<file path="src/rtl/uart_tx_arbiter.sv">
// Round-robin arbiter that lets NUM_REQ byte producers share one uart_tx.
// Optional build macro UART_ARB_HDR_EN prefixes each payload with header byte {5'b11110, grant_id}.
module uart_tx_arbiter #(
   parameter int NUM_REQ    = 4,
   parameter int GAP_CYCLES = 0
) (
   input  logic                 clk,
   input  logic                 rst_n,
   input  logic [NUM_REQ-1:0]   req_valid,
   input  logic [NUM_REQ*8-1:0] req_data,
   output logic [NUM_REQ-1:0]   req_ready,
   output logic [7:0]           tx_data,
   output logic                 tx_start,
   input  logic                 tx_busy,
   output logic [2:0]           grant_id,
   output logic                 active,
   output logic                 timeout_err
);

   typedef enum logic [2:0] {
      IDLE, GRANT, START, WAIT_BUSY, WAIT_DONE, GAP
   } state_t;

   state_t               state, state_nx;
   logic [2:0]           rr_ptr, rr_ptr_nx;
   logic [NUM_REQ-1:0]   req_ready_nx;
   logic [7:0]           tx_data_nx;
   logic                 tx_start_nx;
   logic [2:0]           grant_id_nx;
   logic                 timeout_nx;
   logic [1:0]           wait_cnt, wait_cnt_nx;
   logic [7:0]           gap_cnt, gap_cnt_nx;
   logic                 hdr_phase, hdr_phase_nx;
   logic [7:0]           payload, payload_nx;

   logic [2:0]           winner;
   logic                 found;
   logic                 valid_g;
   logic [7:0]           data_g;
   logic [NUM_REQ-1:0]   onehot_g;

   // Two ascending passes: indices at/above rr_ptr first, then the wrapped-around ones.
   always_comb begin
      winner = rr_ptr;
      found  = 1'b0;
      for (int j = 0; j < NUM_REQ; j++) begin
         if (!found && req_valid[j] && (3'(j) >= rr_ptr)) begin
            winner = 3'(j);
            found  = 1'b1;
         end
      end
      for (int j = 0; j < NUM_REQ; j++) begin
         if (!found && req_valid[j] && (3'(j) < rr_ptr)) begin
            winner = 3'(j);
            found  = 1'b1;
         end
      end
   end

   always_comb begin
      valid_g  = 1'b0;
      data_g   = 8'h00;
      onehot_g = '0;
      for (int j = 0; j < NUM_REQ; j++) begin
         if (3'(j) == grant_id) begin
            valid_g     = req_valid[j];
            data_g      = req_data[8*j +: 8];
            onehot_g[j] = 1'b1;
         end
      end
   end

   // NOTE: every output of this block gets a default first, so no path can infer a latch.
   always_comb begin
      state_nx     = state;
      rr_ptr_nx    = rr_ptr;
      req_ready_nx = '0;
      tx_data_nx   = tx_data;
      tx_start_nx  = 1'b0;
      grant_id_nx  = grant_id;
      timeout_nx   = 1'b0;
      wait_cnt_nx  = wait_cnt;
      gap_cnt_nx   = gap_cnt;
      hdr_phase_nx = hdr_phase;
      payload_nx   = payload;
      case (state)
         IDLE: begin
            if (!tx_busy && (|req_valid)) begin
               grant_id_nx = winner;
               state_nx    = GRANT;
            end
         end
         GRANT: begin
            if (valid_g) begin
               req_ready_nx = onehot_g;
               payload_nx   = data_g;
               rr_ptr_nx    = (grant_id == 3'(NUM_REQ - 1)) ? 3'd0 : grant_id + 3'd1;
               tx_start_nx  = 1'b1;
               state_nx     = START;
`ifdef UART_ARB_HDR_EN
               tx_data_nx   = {5'b11110, grant_id};
               hdr_phase_nx = 1'b1;
`else
               tx_data_nx   = data_g;
`endif
            end else begin
               state_nx = IDLE;
            end
         end
         START: begin
            wait_cnt_nx = 2'd0;
            state_nx    = WAIT_BUSY;
         end
         WAIT_BUSY: begin
            if (tx_busy) begin
               state_nx = WAIT_DONE;
            end else if (wait_cnt == 2'd3) begin
               // A header that never started drops its payload as well.
               timeout_nx   = 1'b1;
               hdr_phase_nx = 1'b0;
               state_nx     = IDLE;
            end else begin
               wait_cnt_nx = wait_cnt + 2'd1;
            end
         end
         WAIT_DONE: begin
            if (!tx_busy) begin
               if (hdr_phase) begin
                  hdr_phase_nx = 1'b0;
                  tx_data_nx   = payload;
                  tx_start_nx  = 1'b1;
                  state_nx     = START;
               end else if (GAP_CYCLES > 0) begin
                  gap_cnt_nx = 8'd0;
                  state_nx   = GAP;
               end else begin
                  state_nx = IDLE;
               end
            end
         end
         GAP: begin
            if (gap_cnt == 8'(GAP_CYCLES - 1)) state_nx = IDLE;
            else                               gap_cnt_nx = gap_cnt + 8'd1;
         end
         default: state_nx = IDLE;
      endcase
   end

   // NOTE: sequential state uses non-blocking assignments so every register samples pre-edge values.
   always_ff @(posedge clk) begin
      if (!rst_n) begin
         state       <= IDLE;
         rr_ptr      <= 3'd0;
         req_ready   <= '0;
         tx_data     <= 8'h00;
         tx_start    <= 1'b0;
         grant_id    <= 3'd0;
         active      <= 1'b0;
         timeout_err <= 1'b0;
         wait_cnt    <= 2'd0;
         gap_cnt     <= 8'd0;
         hdr_phase   <= 1'b0;
         payload     <= 8'h00;
      end else begin
         state       <= state_nx;
         rr_ptr      <= rr_ptr_nx;
         req_ready   <= req_ready_nx;
         tx_data     <= tx_data_nx;
         tx_start    <= tx_start_nx;
         grant_id    <= grant_id_nx;
         active      <= (state_nx != IDLE);
         timeout_err <= timeout_nx;
         wait_cnt    <= wait_cnt_nx;
         gap_cnt     <= gap_cnt_nx;
         hdr_phase   <= hdr_phase_nx;
         payload     <= payload_nx;
      end
   end

endmodule

</file>
<file path="config.mk">
export PLATFORM = sky130hd
export DESIGN_NAME = uart_tx_arbiter
export DESIGN_NICKNAME = d
export VERILOG_FILES = /design/src/rtl/uart_tx_arbiter.sv
export SDC_FILE = /design/constraint.sdc
export NUM_CORES = 1
export LEC_CHECK = 0
export CELL_PAD_IN_SITES_DETAIL_PLACEMENT = 2
export CELL_PAD_IN_SITES_GLOBAL_PLACEMENT = 2
export CORE_MARGIN = 5
export CORE_UTILIZATION = 34
export DETAILED_ROUTE_END_ITERATION = 8
export DONT_BUFFER_PORTS = 1
export PLACE_DENSITY = 0.78
export SYNTH_ARGS = -nofsm -noshare
export SYNTH_HDL_FRONTEND = slang
export SYNTH_SLANG_ARGS = --single-unit
export TNS_END_PERCENT = 5
</file>
<file path="constraint.sdc">
create_clock -name clk -period 2.15 [get_ports clk]
set_input_delay 0.43 -clock clk [delete_from_list [all_inputs] [get_ports clk]]
set_output_delay 0.43 -clock clk [all_outputs]
set_load 0.01 [all_outputs]
</file>
==> flow_metrics.env <==
export IMPL_placed_cells=293
export IMPL_fin_cells=301
export IMPL_io_pins=57
export IMPL_fin_skew_ps=6.28
export IMPL_netlist_area_um2=1810
export IMPL_syn_nets=273
export IMPL_hold_violations=0
export IMPL_synth_mux_area_frac=0.00554
export IMPL_die_y_um=82.9
export IMPL_gp_congestion=0.747
export IMPL_die_area_um2=6870
export IMPL_grt_pass1_vias=1789
export IMPL_crit_path_cell_trace="inv_1 -> ha_1 -> a221o_1 -> nand2_1 -> nand2_1 -> a32o_1"
export IMPL_grt_max_degree=20
export IMPL_setup_viol=0
export IMPL_synthSimpleGateAreaFrac=0.204
export IMPL_cp_end_kind="flop"
export IMPL_drive_gt1_frac=0.0823
export IMPL_num_vias=1660
export IMPL_rsz0062_at_grt="no"
export IMPL_cts_root_buf="clkbuf_8"
export IMPL_fp_row_count=26
export IMPL_outcome="finished clean"
export IMPL_first_pass_iters=4
export IMPL_hold_buffers=0
export IMPL_post_dp_hpwl_um=4150
export IMPL_viasPerCell=5.51
export IMPL_cts_buffer_depth=2
export IMPL_cpPeakStageDelay_ps=470
export IMPL_yosysTopAreaCellShare=0.377
export IMPL_power_density_nw_per_um2=700
export IMPL_synth_cells=228
export IMPL_critPathMaxFanout=6
export IMPL_cts_sinks=34
export IMPL_post_cts_buffers=0
export IMPL_synthToLayoutAreaGrowth_pct=9.35
export IMPL_path_common_cell="nand2_1"
export IMPL_finalNetCount=276
export IMPL_critPathKind="flop to flop"
export IMPL_routedWlPerCell_um=17.9
export IMPL_synth_xor_area_share=0.0242
export IMPL_grt_overflow=0
export IMPL_track_usage=0.155
export IMPL_path_clk_slew_ps=70
export IMPL_fp_dieW_um=82.9
export IMPL_ant_nets=0
export IMPL_slew_viol_final=0
export IMPL_final_util=0.384
export IMPL_slew_headroom=0.683
export IMPL_fin_area_um2=1980
export IMPL_ys_seq_area_frac=0.377
export IMPL_htreeDepth=2
export IMPL_synth_top_family_by_area="compound AO/OA/AOI/OAI gates"
export IMPL_min_path_type="primary input to flop"
export IMPL_cts_tree="done"
export IMPL_finalCriticalPeriod_ps=1920
export IMPL_yosys_top_cells_area="dfxtp_1, a21oi_1, nand2_1"
export IMPL_clk_latency_ps=280
export IMPL_irDropWorstVdd_v=0.000357
export IMPL_yosysUniqueCellTypes=44
export IMPL_route_detailed_drc=0
export IMPL_cp_slowest_cell="dfxtp_1"
export IMPL_async_flop_share=0
export IMPL_critPathArrivalTime_ps=2090
export IMPL_ys_seq_elements=34
export IMPL_max_freq_mhz=521
export IMPL_ys_warn_count=0
export IMPL_drt_total_wl_um=5390
export IMPL_diodes=0
export IMPL_synth_compound_area_frac=0.278
export IMPL_io_buffers=0
export IMPL_worst_path_buf_inv=1
export IMPL_yosys_area_top_type="dfxtp_1"
export IMPL_rrSetupSlack_ps=230
export IMPL_power_leakage_nw=0.795
export IMPL_finalCritPeriodShare=0.893
export IMPL_synth_edf_count=0
export IMPL_crit_required_ps=2320
export IMPL_start_kind="flop"
export IMPL_path_delay_family="compound AO/OA/AOI/OAI gates"
export IMPL_setup_tns_ps=0
export IMPL_postPlaceCellArea_um2=1880
export IMPL_antenna_found_initial=0
export IMPL_cts_buffers=5
export IMPL_avgSynthCellArea_um2=7.92
export IMPL_cts_resized=0
export IMPL_dr_first_iter_drc_count=37
export IMPL_core_um2=5140
export IMPL_initial_core_util=0.352
export IMPL_worst_slew_pin_slew_ps=471
export IMPL_synthAdderAreaFrac=0.0416
export IMPL_synth_top_flop_cell="dfxtp_1"
export IMPL_grt_pass1_wl_um=8740
export IMPL_cap_violations=0
-- power breakdown --
group	internal [mW]	switching (mW)	leakage, nW
clock	0.217	0.215	0.0438
combinational	0.109	0.143	0.476
sequential	0.660	0.0395	0.276
-- worst register-to-register path, stage by stage, from the launching register on --
cell     delay (ps)
dfxtp_1         470
inv_1           130
ha_1            250
a221o_1         390
nand2_1          90
nand2_1         160
a32o_1          320
-- cell type report --
| class | count | area [µm²] |
|---|---|---|
| fill | 645 | 3160 |
| multi-input combinational | 167 | 1000 |
| sequential | 34 | 681 |
| tap | 70 | 87.6 |
| timing repair buffer | 8 | 72.6 |
| clock buffer | 5 | 68.8 |
| inverter | 15 | 56.3 |
| clock inverter | 2 | 10.0 |
-- kinds of logic (layout without fill, tap and decap cells) --
group | count (synthesis) | after routing
flip-flops | 34 | 34
buffers and inverters | 27 | 30
adder cells (fa/ha/maj) | 6 | 6
multiplexers | 1 | 1
AO/OA/AOI/OAI | 80 | 80
XOR/XNOR | 5 | 5
AND/OR/NAND/NOR | 75 | 75
-- sequential cells by signal, indices dropped and copies added (netlist names) --
signal	flops
active	1
tx_start	1
req_ready	4
grant_id	3
wait_cnt	2
state	3
tx_data	8
rr_ptr	3
timeout_err	1
gap_cnt	8
-- per-layer routing --
metal / vias to the layer above / wire length, µm / track usage / part of all wire
met5: - / 0 / 0 / 0
met4: 0 / 55 / 0.0475 / 0.010
met3: 6 / 336 / 0.0525 / 0.062
met2: 49 / 2790 / 0.284 / 0.52
met1: 798 / 2210 / 0.167 / 0.41
li1: 807 / - / - / -
-- synth_stat cells (2+ instances only) --
cell	count
dfxtp_1	34
a21oi_1	33
nand2_1	23
nor2_1	18
o21ai_0	15
inv_1	14
a22oi_1	8
and3_1	8
o21a_1	8
clkbuf_1	6
ha_1	6
xnor2_1	4
and2_1	3
buf_6	3
nand2b_1	3
nand4_1	3
nor2b_1	3
nor3_1	3
a21o_1	2
a221o_1	2
a31oi_1	2
a32o_1	2
nand3_1	2
or2_2	2
or3_1	2
-- path summary, 6_finish.rpt --
check,from,to,depth (start not counted)
setup reg to reg,grant_id[0],rr_ptr[0],6
setup / recovery,grant_id[0],rr_ptr[0],6
hold reg to reg,wait_cnt[1],wait_cnt[1],2
hold / removal,tx_busy,timeout_err,1
-- cell usage in the layout, fill, tap and decap left out, types with 3 or more instances in the layout --
cell,synthesis,final
dfxtp_1,34,34
a21oi_1,33,33
nand2_1,23,23
nor2_1,18,18
o21ai_0,15,15
inv_1,14,14
o21a_1,8,8
and3_1,8,8
a22oi_1,8,8
buf_4,0,7
ha_1,6,6
clkbuf_8,0,5
xnor2_1,4,4
nor2b_1,3,3
nor3_1,3,3
nand4_1,3,3
nand2b_1,3,3
and2_1,3,3
-- per-stage QoR --
step           hold slack [ps]  setup slack, ps  power (mW)
6_report                   228              230        1.38
5_1_grt                    219              102        1.47
3_3_place_gp               446              182       0.955
3_5_place_dp               464             68.7       0.965
4_1_cts                    216             58.4        1.40
2_1_floorplan              436              184       0.896
Note: power is estimated with default switching activity, not from simulation.
